File: src/rtl/muldiv_unit_pkg.sv
// Shared definitions for the multiply/divide unit: FSM states, op and HI/LO select encodings.
package muldiv_unit_pkg;

   typedef enum logic [1:0] {
      ST_IDLE = 2'd0,
      ST_CALC = 2'd1,
      ST_FIX  = 2'd2,
      ST_DONE = 2'd3
   } state_t;

   localparam logic OP_MUL = 1'b0;
   localparam logic OP_DIV = 1'b1;

   localparam logic SEL_HI = 1'b0;
   localparam logic SEL_LO = 1'b1;

endpackage

File: src/rtl/muldiv_div_iter.sv
// Restoring unsigned divider core: produces one quotient bit per enabled cycle on operand magnitudes.
module muldiv_div_iter #(
   parameter int WIDTH = 32
) (
   input  logic             clk,
   input  logic             rst_n,
   input  logic             load,
   input  logic             en,
   input  logic [WIDTH-1:0] dividend,
   input  logic [WIDTH-1:0] divisor,
   output logic [WIDTH-1:0] quotient,
   output logic [WIDTH-1:0] remainder
);

   logic [WIDTH-1:0] quo_reg, rem_reg, dsr_reg;
   logic [WIDTH:0]   shifted, diff;

   // Partial remainder stays below the divisor, so the shifted value needs only one extra bit.
   always_comb begin
      shifted = {rem_reg, quo_reg[WIDTH-1]};
      diff    = shifted - {1'b0, dsr_reg};
   end

   always_ff @(posedge clk or negedge rst_n) begin
      if (!rst_n) begin
         quo_reg <= '0;
         rem_reg <= '0;
         dsr_reg <= '0;
      end else if (load) begin
         quo_reg <= dividend;
         rem_reg <= '0;
         dsr_reg <= divisor;
      end else if (en) begin
         if (!diff[WIDTH]) begin
            rem_reg <= diff[WIDTH-1:0];
            quo_reg <= {quo_reg[WIDTH-2:0], 1'b1};
         end else begin
            rem_reg <= shifted[WIDTH-1:0];
            quo_reg <= {quo_reg[WIDTH-2:0], 1'b0};
         end
      end
   end

   assign quotient  = quo_reg;
   assign remainder = rem_reg;

endmodule

File: src/rtl/muldiv_unit.sv
// Iterative multiply/divide unit with HI/LO registers (mthi/mtlo, mfhi/mflo access).
// MULDIV_FAST_MUL_EN: when defined, multiply completes via a single-cycle product instead of shift-add.
module muldiv_unit
   import muldiv_unit_pkg::*;
#(
   parameter int WIDTH = 32
) (
   input  logic             clk,
   input  logic             rst_n,
   input  logic             start,
   input  logic             op,
   input  logic             do_unsigned,
   input  logic [WIDTH-1:0] src_a,
   input  logic [WIDTH-1:0] src_b,
   input  logic             kill,
   input  logic             wr_en,
   input  logic             wr_sel,
   input  logic [WIDTH-1:0] wr_data,
   input  logic             rd_sel,
   output logic [WIDTH-1:0] rd_data,
   output logic             busy,
   output logic             done,
   output logic             div_by_zero
);

   localparam int            CW   = $clog2(WIDTH);
   localparam logic [CW-1:0] LAST = CW'(WIDTH - 1);

   state_t             state_reg, state_next;
   logic [CW-1:0]      count_reg;
   logic               op_reg, neg_a_reg, neg_b_reg, dz_op_reg, div_by_zero_reg;
   logic [WIDTH-1:0]   a_reg, mag_a_reg, hi_reg, lo_reg;
   logic               accept, neg_a, neg_b, is_dz;
   logic [WIDTH-1:0]   mag_a, mag_b, quo, rem, res_hi, res_lo;
   logic [2*WIDTH-1:0] mul_mag, mul_res;

   assign accept = start && (state_reg == ST_IDLE || state_reg == ST_DONE);
   assign neg_a  = !do_unsigned && src_a[WIDTH-1];
   assign neg_b  = !do_unsigned && src_b[WIDTH-1];
   assign mag_a  = neg_a ? -src_a : src_a;
   assign mag_b  = neg_b ? -src_b : src_b;
   assign is_dz  = (op == OP_DIV) && (src_b == '0);

   always_comb begin
      state_next = state_reg;
      case (state_reg)
         ST_IDLE, ST_DONE: begin
            state_next = ST_IDLE;
            if (start) begin
               if (is_dz)
                  state_next = ST_FIX;
`ifdef MULDIV_FAST_MUL_EN
               else if (op == OP_MUL)
                  state_next = ST_FIX;
`endif
               else
                  state_next = ST_CALC;
            end
         end
         ST_CALC: begin
            if (kill)
               state_next = ST_IDLE;
            else if (count_reg == LAST)
               state_next = ST_FIX;
         end
         ST_FIX:  state_next = kill ? ST_IDLE : ST_DONE;
         default: state_next = ST_IDLE;
      endcase
   end

`ifdef MULDIV_FAST_MUL_EN
   logic [WIDTH-1:0] mag_b_reg;

   always_ff @(posedge clk or negedge rst_n) begin
      if (!rst_n)
         mag_b_reg <= '0;
      else if (accept)
         mag_b_reg <= mag_b;
   end

   assign mul_mag = {{WIDTH{1'b0}}, mag_a_reg} * {{WIDTH{1'b0}}, mag_b_reg};
`else
   // Shift-add: multiplier starts in the low half and is consumed LSB-first as the product shifts in.
   logic [2*WIDTH-1:0] prod_reg;
   logic [WIDTH:0]     mul_sum;

   assign mul_sum = {1'b0, prod_reg[2*WIDTH-1:WIDTH]} + (prod_reg[0] ? {1'b0, mag_a_reg} : '0);

   always_ff @(posedge clk or negedge rst_n) begin
      if (!rst_n)
         prod_reg <= '0;
      else if (accept)
         prod_reg <= {{WIDTH{1'b0}}, mag_b};
      else if (state_reg == ST_CALC && op_reg == OP_MUL)
         prod_reg <= {mul_sum, prod_reg[WIDTH-1:1]};
   end

   assign mul_mag = prod_reg;
`endif

   muldiv_div_iter #(.WIDTH(WIDTH)) u_div (
      .clk       (clk),
      .rst_n     (rst_n),
      .load      (accept),
      .en        (state_reg == ST_CALC && op_reg == OP_DIV),
      .dividend  (mag_a),
      .divisor   (mag_b),
      .quotient  (quo),
      .remainder (rem)
   );

   // Sign fix-up: quotient/product negative on sign mismatch, remainder follows the dividend.
   always_comb begin
      mul_res = (neg_a_reg ^ neg_b_reg) ? -mul_mag : mul_mag;
      res_hi  = mul_res[2*WIDTH-1:WIDTH];
      res_lo  = mul_res[WIDTH-1:0];
      if (op_reg == OP_DIV) begin
         if (dz_op_reg) begin
            res_lo = '1;
            res_hi = a_reg;
         end else begin
            res_lo = (neg_a_reg ^ neg_b_reg) ? -quo : quo;
            res_hi = neg_a_reg ? -rem : rem;
         end
      end
   end

   always_ff @(posedge clk or negedge rst_n) begin
      if (!rst_n) begin
         state_reg       <= ST_IDLE;
         count_reg       <= '0;
         op_reg          <= OP_MUL;
         neg_a_reg       <= 1'b0;
         neg_b_reg       <= 1'b0;
         dz_op_reg       <= 1'b0;
         a_reg           <= '0;
         mag_a_reg       <= '0;
         hi_reg          <= '0;
         lo_reg          <= '0;
         div_by_zero_reg <= 1'b0;
      end else begin
         state_reg <= state_next;
         if (accept) begin
            op_reg          <= op;
            neg_a_reg       <= neg_a;
            neg_b_reg       <= neg_b;
            dz_op_reg       <= is_dz;
            a_reg           <= src_a;
            mag_a_reg       <= mag_a;
            count_reg       <= '0;
            div_by_zero_reg <= 1'b0;
         end else if (state_reg == ST_CALC) begin
            count_reg <= (count_reg == LAST) ? '0 : count_reg + 1'b1;
         end
         if (state_reg == ST_FIX && !kill) begin
            hi_reg          <= res_hi;
            lo_reg          <= res_lo;
            div_by_zero_reg <= dz_op_reg;
         end else if (wr_en && !busy) begin
            if (wr_sel == SEL_LO)
               lo_reg <= wr_data;
            else
               hi_reg <= wr_data;
         end
      end
   end

   assign busy        = (state_reg == ST_CALC) || (state_reg == ST_FIX);
   assign done        = (state_reg == ST_DONE);
   assign div_by_zero = div_by_zero_reg;
   assign rd_data     = (rd_sel == SEL_LO) ? lo_reg : hi_reg;

endmodule

File: config.mk
export PLATFORM = sky130hd
export DESIGN_NAME = muldiv_unit
export DESIGN_NICKNAME = d
export VERILOG_FILES = /design/src/rtl/muldiv_unit_pkg.sv /design/src/rtl/muldiv_div_iter.sv /design/src/rtl/muldiv_unit.sv
export SDC_FILE = /design/constraint.sdc
export NUM_CORES = 1
export LEC_CHECK = 0
export CORE_MARGIN = 1.5
export CORE_UTILIZATION = 50
export DETAILED_ROUTE_END_ITERATION = 8
export PLACE_DENSITY_LB_ADDON = 0.2
export SYNTH_ARGS = -nofsm -noshare
export SYNTH_HDL_FRONTEND = slang
export SYNTH_SLANG_ARGS = --single-unit
File: constraint.sdc
create_clock -name clk -period 3.76 [get_ports clk]
set_input_delay 1.128 -clock clk [delete_from_list [all_inputs] [get_ports clk]]
set_output_delay 1.128 -clock clk [all_outputs]
set_load 0.01 [all_outputs]
==> results.json, run 1 <==
{
  "drv_slew": 0,
  "synth_compound_area_share_pct": 20.6,
  "drive_gt1_share_pct": 10.3,
  "ctsRootBufferMaster": "clkbuf_16",
  "ys_seq_area_share_pct": 35.6,
  "htreeDepth": 2,
  "critical_path.max_fanout": 4,
  "grt_start_max_net_pins": 102,
  "largest_reg_flops": 64,
  "slew_headroom_pct": 39.9,
  "final-setup-viol-count": 0,
  "cp-start-kind": "primary input",
  "drv_cap": 0,
  "post-dp-hpwl_mm": 53.5,
  "rsz0062_at_grt": "false",
  "async_reset_ff_share_pct": 100,
  "finalSetupTns_ps": 0,
  "drc_errors": 0,
  "cts_hold_buffers": 0,
  "cts_buffer_depth": 3,
  "finClkSkew_ps": 18.4,
  "antenna_cells": 0,
  "synth_edf_count": 0,
  "core_mm2": 0.0412,
  "drt-wirelength-per-cell_um": 22.0,
  "insertion_delay_ps": 550,
  "hold_viol": 0,
  "dieWidth_um": 208,
  "n_fill_cell": 3613,
  "cts.clk_slew.worst_paths_ps": 60,
  "min_period_over_period_pct": 95.8,
  "initial_core_util_pct": 51.1,
  "viasPerCell": 6.13,
  "firstDrtPassIters": 6,
  "irDropWorstVdd_mv": 0.502,
  "ys_warn_count": 0,
  "synth-simple-area-share_pct": 19.1,
  "ys_types": 76,
  "ys_seq_elements": 299,
  "hold_path_class": "flip-flop to flip-flop",
  "cp.arrival_ps": 4010,
  "port_buffers": 139,
  "cts_tree": "built",
  "synth_ff_type": "dfrtp_1",
  "fin_crit_ps": 3600,
  "routed_wirelength_mm": 71.4,
  "grt_overflow": 0,
  "post-route-util_pct": 60.7,
  "ant_nets": 0,
  "grt_pass1_vias": 19400,
  "muxShareOfSynthArea_pct": 6.63,
  "dieArea_mm2": 0.0433,
  "rows": 74,
  "die_h_um": 208,
  "synth_top_family_by_area": "compound AO/OA/AOI/OAI gates",
  "path_class": "primary input to flip-flop",
  "synth_xor_xnor_area_share_pct": 9.61,
  "drt_iter0_drc": 2007,
  "syn2layout_area_growth_pct": 18.7,
  "outcome": "completed",
  "crit_path_end_kind": "flip-flop",
  "avgSynthCellArea_um2": 8.32,
  "final_cell_count_no_fill": 3248,
  "yosys.area_share.adder_pct": 4.59,
  "pin_count": 140,
  "vias": 19900,
  "timing.fmax_mhz": 278,
  "p_leak_nw": 11.2,
  "tightest_slew_ps": 902,
  "design_power_total_mw": 23.7,
  "clkSinkCount": 299,
  "antenna_found_initial": 0,
  "p_per_area_mw_per_mm2": 949,
  "syn_area_mm2": 0.0210,
  "globalplace.congestion": 0.985,
  "track_usage_pct": 32.8,
  "numCtsBuffers": 37,
  "post-place-cells": 3187,
  "syn_nets": 2710,
  "postCtsSetupRepairBufs": 0,
  "synthCells": 2529,
  "grt_pass1_wl_mm": 111,
  "crit_required_ps": 4170,
  "nets": 2876
}
layer usage:
layer | wire [um] | global-route usage [%] | up-vias
met3 | 5900 | 6.93 | 144
li1 | - | - | 9284
met2 | 32000 | 51.9 | 882
met5 | 0 | 0 | -
met1 | 30800 | 44.1 | 9609
met4 | 2600 | 12.6 | 0
logic make-up after synthesis:
| logic type | after synthesis |
|---|---|
| AO/OA/AOI/OAI | 720 |
| multiplexers | 134 |
| buffers and inverters | 214 |
| XOR/XNOR | 230 |
| adder cells (fa/ha/maj) | 76 |
| flip-flops | 299 |
| AND/OR/NAND/NOR | 856 |
layout make-up:
class | count | area (um2) | share of cell area (%)
repair buffers | 278 | 2640 | 10.6
well taps | 532 | 666 | 2.66
clock inverters | 11 | 143 | 0.571
clock buffers | 49 | 1000 | 4.01
inverters | 63 | 236 | 0.946
multi-input cells | 2016 | 12800 | 51.3
flip-flops and latches | 299 | 7480 | 30.0
path summary, 6_finish.rpt:
path / startpoint / to / slack, ps / cells past startpoint
max: src_a[4] / u_div.quotient[31] / 160 / 10
min: a_reg[18] / a_reg[18] / 480 / 2
max reg2reg: mul_mag[5] / hi_reg[12] / 190 / 9
min reg2reg: a_reg[18] / a_reg[18] / 480 / 2
max in group asynchronous: rst_n / lo_reg[6] / 2310 / 2
min in group asynchronous: rst_n / count_reg[1] / 550 / 1
power breakdown:
group / leakage, nW / internal [mW] / total [mW] / switching (mW)
registers: 3.60 / 4.74 / 6.39 / 1.65
clock network: 0.555 / 2.07 / 3.51 / 1.45
logic: 7.06 / 5.78 / 13.8 / 8.03
repair_timing:
item	CTS	global route
cloned	1	0
endpoints found under the setup margin	32	12
resized for setup	3	3
stage by stage:
step | hold slack [ps] | cell area, um2 | setup WS [ps]
CTS | 480 | 25000 | 13.2
global placement | 462 | 23800 | -189
floorplan | 438 | 21000 | 438
detailed placement | 466 | 23800 | -225
finish | 478 | 25000 | 159
global route | 516 | 25000 | 3.75
worst max-delay path: stages:
cell and delay [ps]:
clkdlybuf4s50_1 420, nor4_1 270, buf_4 170, and3_1 230, nor3b_1 430, and2_1 260
nand2_1 120, nor3_1 340, o21bai_1 270, a22oi_1 360
synth_stat cells, types with 22 or more instances:
cell	number	area, um2
and2_1	42	263
a211oi_1	23	173
nand2_1	365	1370
a21oi_1	294	1470
mux2_2	43	484
a31oi_1	23	144
clkbuf_1	117	439
o31ai_1	38	285
buf_1	29	109
nor3_1	36	180
nor2_1	185	694
mux2i_1	90	901
inv_1	63	236
ha_1	74	926
a21o_1	31	233
dfrtp_1	299	7480
nand3_1	25	125
xor2_1	103	902
and3_1	65	407
nand2b_1	33	206
nor4_1	22	138
o21ai_0	154	771
xnor2_1	126	1100
placed cells by master, fill, tap and decap left out, types with 31 or more instances in the layout:
cell type | Yosys | routed
a21oi_1 | 294 | 294
nand2_1 | 365 | 364
buf_4 | 0 | 123
and3_1 | 65 | 65
clkbuf_16 | 0 | 37
inv_1 | 63 | 63
o31ai_1 | 38 | 38
nand2b_1 | 33 | 32
clkdlybuf4s50_1 | 0 | 137
dfrtp_1 | 299 | 297
mux2i_1 | 90 | 90
xor2_1 | 103 | 102
xnor2_1 | 126 | 125
a21o_1 | 31 | 31
mux2_2 | 43 | 43
and2_1 | 42 | 40
nor3_1 | 36 | 36
nor2_1 | 185 | 185
o21ai_0 | 154 | 153
ha_1 | 74 | 74
Power figures use the tool's default switching activity.
==> run 2: changes to the inputs <==
- CORE_UTILIZATION: 50 -> 25
==> results.json, run 2 (same netlist as run 1, synthesis figures left out) <==
{
  "viasPerCell": 5.12,
  "grt_util_met1_pct": 26.2,
  "worst_path_max_delay_cell": "a2111oi_2",
  "slew_headroom_pct": 34.5,
  "cts.clk_slew.worst_paths_ps": 60,
  "cts_tree": "built",
  "hold_viol": 0,
  "final_cell_mix": "nand2_1 (364), dfrtp_1 (296), a21oi_1 (293)",
  "busiest_layer": "met2",
  "p_per_area_mw_per_mm2": 948,
  "cp-start-kind": "flip-flop",
  "p_int_mw": 13.0,
  "htreeDepth": 2,
  "numCtsBuffers": 40,
  "p_clk_share_pct": 15.6,
  "drc_errors": 0,
  "syn2layout_area_growth_pct": 23.7,
  "critPathMaxStageDelay_ps": 390,
  "rows": 106,
  "rsz0062_at_grt": "false",
  "fin_crit_ps": 3590,
  "vias": 19600,
  "track_usage_pct": 19.1,
  "grt_overflow": 0,
  "outcome": "completed",
  "finalSetupTns_ps": 0,
  "insertion_delay_ps": 580,
  "finClkSkew_ps": 29.1,
  "irDropWorstVdd_mv": 0.378,
  "core_mm2": 0.0836,
  "largest_reg_flops": 64,
  "cts_hold_buffers": 0,
  "use_met2_pct": 31.0,
  "dieArea_mm2": 0.0859,
  "rr_endpoint": "u_div.remainder[1]",
  "clkSinkCount": 299,
  "p_sw_share_pct": 47.4,
  "cp.arrival_ps": 4060,
  "drt_iter0_drc": 1542,
  "nets": 2911,
  "antenna_found_initial": 4,
  "timing.fmax_mhz": 278,
  "grt_pass1_wl_mm": 125,
  "drv_cap": 0,
  "pin_count": 140,
  "hold_path_class": "flip-flop to flip-flop",
  "endpoint": "u_div.remainder[1]",
  "port_buffers": 139,
  "fin_ws_ps": 167,
  "firstDrtPassIters": 5,
  "globalplace.congestion": 0.921,
  "dieWidth_um": 293,
  "seqPwrFrac_pct": 25.5,
  "grt_pass1_vias": 19400,
  "drive_gt1_share_pct": 11.8,
  "p_switching_mw": 11.7,
  "antenna_cells": 0,
  "critical_path.max_fanout": 10,
  "reg2reg_slack_ps": 170,
  "cts_buffer_depth": 3,
  "startpoint": "u_div.quotient[31]",
  "crit_path_end_kind": "flip-flop",
  "drt-wirelength-per-cell_um": 21.7,
  "drv_slew": 0,
  "ff2ff_path_depth": 16,
  "crit_required_ps": 4220,
  "worst-path-buf-inv": 4,
  "tightest_slew_ps": 974,
  "pwr-share-comb_pct": 58.8,
  "dpl-instance-area_mm2": 0.0247,
  "path_depth": 16,
  "worstReg2RegStart": "u_div.quotient[31]",
  "crit_chain": "inv_1, ha_2, fa_1, nand2b_1, a21oi_1, o21a_1, a211oi_2, o21ai_2, buf_4, a2111oi_2, o21bai_2, xor2_4, buf_12, buf_4, and2_1, o31ai_1",
  "cp_top_family": "compound AO/OA/AOI/OAI gates",
  "ctsRootBufferMaster": "clkbuf_16",
  "path_common_cell": "buf_4",
  "final_common_cell": "nand2_1",
  "ant_nets": 0,
  "initial_core_util_pct": 25.2,
  "post-dp-hpwl_mm": 63.0,
  "grt_use_met3_pct": 2.81,
  "fin_area_mm2": 0.0260,
  "design_power_total_mw": 24.7,
  "routed_wirelength_mm": 83.0,
  "final-setup-viol-count": 0,
  "post-place-ws_ps": -108,
  "grt_start_max_net_pins": 119,
  "p_leak_nw": 11.4,
  "die_h_um": 293,
  "path_class": "flip-flop to flip-flop",
  "min_period_over_period_pct": 95.6
}
[run 2: power groups by stage]
stage | registers [mW] | logic (mW) | clock network, mW
5_1_grt | 6.49 | 15.9 | 4.07
4_1_cts | 6.32 | 14.4 | 3.97
6_report | 6.30 | 14.5 | 3.86
2_1_floorplan | 5.74 | 9.52 | 0
3_3_place_gp | 6.31 | 14.2 | 0
3_5_place_dp | 6.36 | 14.3 | 0
[run 2: how the worst min path moves through the flow]
| stage | slack [ps] | from | cells past startpoint | endpoint |
|---|---|---|---|---|
| floorplan | 440 | mag_a_reg[31] | 2 | mag_a_reg[31] |
| global placement | 470 | a_reg[29] | 2 | a_reg[29] |
| detailed placement | 470 | a_reg[31] | 2 | a_reg[31] |
| CTS | 480 | a_reg[31] | 2 | a_reg[31] |
| global route | 510 | a_reg[4] | 2 | a_reg[4] |
| finish | 480 | a_reg[31] | 2 | a_reg[31] |
[run 2: area by class of cell]
type	instances	area, um2
well taps	1080	1350
fillers	8848	57500
flip-flops and latches	299	7490
multi-input cells	2016	12900
repair buffers	310	2810
inverters	63	236
clock inverters	7	87.6
clock buffers	58	1200
[run 2: through the flow]
stage	std cells	hold WS [ps]	utilization, %
after floorplan	2529	438	-
after global placement	3767	470	29.6
after CTS	3832	482	31.1
after global routing	3833	508	31.1
after detailed placement	3767	470	29.6
final	3833	481	31.1
[run 2: per-layer routing]
layer  routed length (um)  vias to the layer above
li1                     -                     9359
met3                 4350                      106
met1                38000                     9590
met4                 2220                        8
met2                38400                      548
met5                   42                        -
[run 2: worst min-delay path, stage by stage (launching register included)]
cell	delay, ps
dfrtp_1	340
nand2_1	50
nand2_1	50
[run 2: repair_timing]
action / CTS / global route
gates resized for setup: 0 / 8
endpoints found under the setup margin: 0 / 37
setup buffers: 0 / 1
==> run 3: changes to the inputs <==
- CTS_BUF_LIST: default -> sky130_fd_sc_hd__clkbuf_2 sky130_fd_sc_hd__clkbuf_4 sky130_fd_sc_hd__clkbuf_8
==> results.json, run 3 (same netlist as run 1, synthesis figures left out) <==
{
  "outcome": "completed",
  "vias": 19700,
  "insertion_delay_ps": 680,
  "min_period_over_period_pct": 95.0,
  "drv_slew": 0,
  "cts_tree": "built",
  "hold_start": "a_reg[29]",
  "numCtsBuffers": 59,
  "grt_start_max_net_pins": 119,
  "crit_chain": "buf_2, buf_12, mux2_2, clkdlybuf4s50_1",
  "worst-path-buf-inv": 3,
  "cts_buffer_depth": 3,
  "grt_overflow": 0,
  "syn2layout_area_growth_pct": 23.9,
  "fin_crit_ps": 3570,
  "seqPwrFrac_pct": 25.7,
  "nets": 2930,
  "p_per_area_mw_per_mm2": 942,
  "cp-start-kind": "primary input",
  "startpoint": "rd_sel",
  "critical_path.max_fanout": 32,
  "path_depth": 4,
  "crit_path_end_kind": "primary output",
  "p_switching_mw": 11.7,
  "rr_endpoint": "u_div.remainder[31]",
  "p_sw_share_pct": 47.8,
  "final_cell_mix": "nand2_1 (364), dfrtp_1 (296), a21oi_1 (293)",
  "critPathMaxStageDelay_ps": 500,
  "largest_reg_flops": 64,
  "finClkSkew_ps": 23.5,
  "cts_hold_buffers": 0,
  "grt_pass1_wl_mm": 125,
  "irDropWorstVdd_mv": 0.323,
  "timing.fmax_mhz": 280,
  "finalSetupTns_ps": 0,
  "p_leak_nw": 11.5,
  "drc_errors": 0,
  "min_path_cells": 2,
  "globalplace.congestion": 0.921,
  "final_common_cell": "nand2_1",
  "clkSinkCount": 299,
  "port_buffers": 139,
  "fin_area_mm2": 0.0261,
  "viasPerCell": 5.09,
  "drive_gt1_share_pct": 13.5,
  "ff2ff_path_depth": 11,
  "rsz0062_at_grt": "false",
  "firstDrtPassIters": 5,
  "n_fill_cell": 8862,
  "final-setup-viol-count": 0,
  "hold_path_class": "flip-flop to flip-flop",
  "hold_viol": 0,
  "antenna_found_initial": 5,
  "worstReg2RegStart": "u_div.remainder[0]",
  "pin_count": 140,
  "drt_iter0_drc": 1442,
  "ant_nets": 0,
  "die_h_um": 293,
  "worst_path_max_delay_cell": "clkdlybuf4s50_1",
  "track_usage_pct": 19.2,
  "routed_wirelength_mm": 83.5,
  "crit_required_ps": 2630,
  "post-dp-hpwl_mm": 63.0,
  "pwr-share-comb_pct": 59.1,
  "post-route-util_pct": 31.2,
  "p_clk_share_pct": 15.2,
  "htreeDepth": 2,
  "holdPathEnd": "a_reg[29]",
  "p_int_mw": 12.8,
  "rows": 106,
  "reg2reg_slack_ps": 190,
  "cts.clk_slew.worst_paths_ps": 50,
  "dpl-instance-area_mm2": 0.0247,
  "dieWidth_um": 293,
  "initial_core_util_pct": 25.2,
  "drv_cap": 0,
  "core_mm2": 0.0836,
  "path_class": "primary input to primary output",
  "cp.arrival_ps": 2440,
  "tightest_slew_ps": 960,
  "ctsRootBufferMaster": "clkbuf_8",
  "grt_pass1_vias": 19600,
  "cp_top_family": "buffers and inverters",
  "dieArea_mm2": 0.0859,
  "slew_headroom_pct": 35.4,
  "drt-wirelength-per-cell_um": 21.5
}
run 3: area by class of cell:
cell class,instances,area (um2),share of cell area (%)
antenna,1,2.50,0.00959
clock inverter,8,72.6,0.278
multi-input combinational,2016,12900,49.3
clock buffer,103,1260,4.83
timing repair buffer,310,2810,10.8
tap,1080,1350,5.18
sequential,299,7490,28.7
inverter,63,236,0.907
run 3: worst max path at each step:
stage / to / slack (ps)
floorplan: u_div.remainder[10] / 440
global placement: state_reg[1] / -70
detailed placement: state_reg[1] / -110
CTS: mul_mag[61] / 30
global route: mul_mag[62] / 20
finish: rd_data[13] / 190
run 3: tightest hold or removal path, cell delays in order (launching register included):
cell     delay (ps)
dfrtp_1         340
nand2_1          50
nand2_1          60
run 3: layer usage:
layer | track usage, % | part of all wire, % | vias up
li1 | - | - | 9409
met1 | 26.2 | 46 | 9629
met2 | 31.1 | 46 | 568
met3 | 3.07 | 5.4 | 121
met4 | 5.51 | 2.6 | 6
met5 | 0 | 0.038 | -
run 3: metrics by stage:
stage	hold WS, ps	std cells	power, mW	setup slack, ps
after floorplan	438	2529	15.3	438
after global placement	470	3767	20.5	-71.9
after detailed placement	470	3767	20.7	-108
after CTS	484	3878	24.6	31.6
after global routing	508	3880	26.4	15.1
final	485	3880	24.6	187
run 3: timing repair:
action	4_1_cts	5_1_grt
buffers inserted	0	1
resized for setup	0	9
setup endpoints to repair	0	37
endpoints found under the hold margin	0	0
run 3: power groups by stage:
stage | clock (mW) | sequential, mW | combinational [mW]
CTS | 3.87 | 6.32 | 14.4
floorplan | 0 | 5.74 | 9.52
global route | 3.98 | 6.49 | 15.9
detailed placement | 0 | 6.36 | 14.3
global placement | 0 | 6.31 | 14.2
finish | 3.74 | 6.30 | 14.5
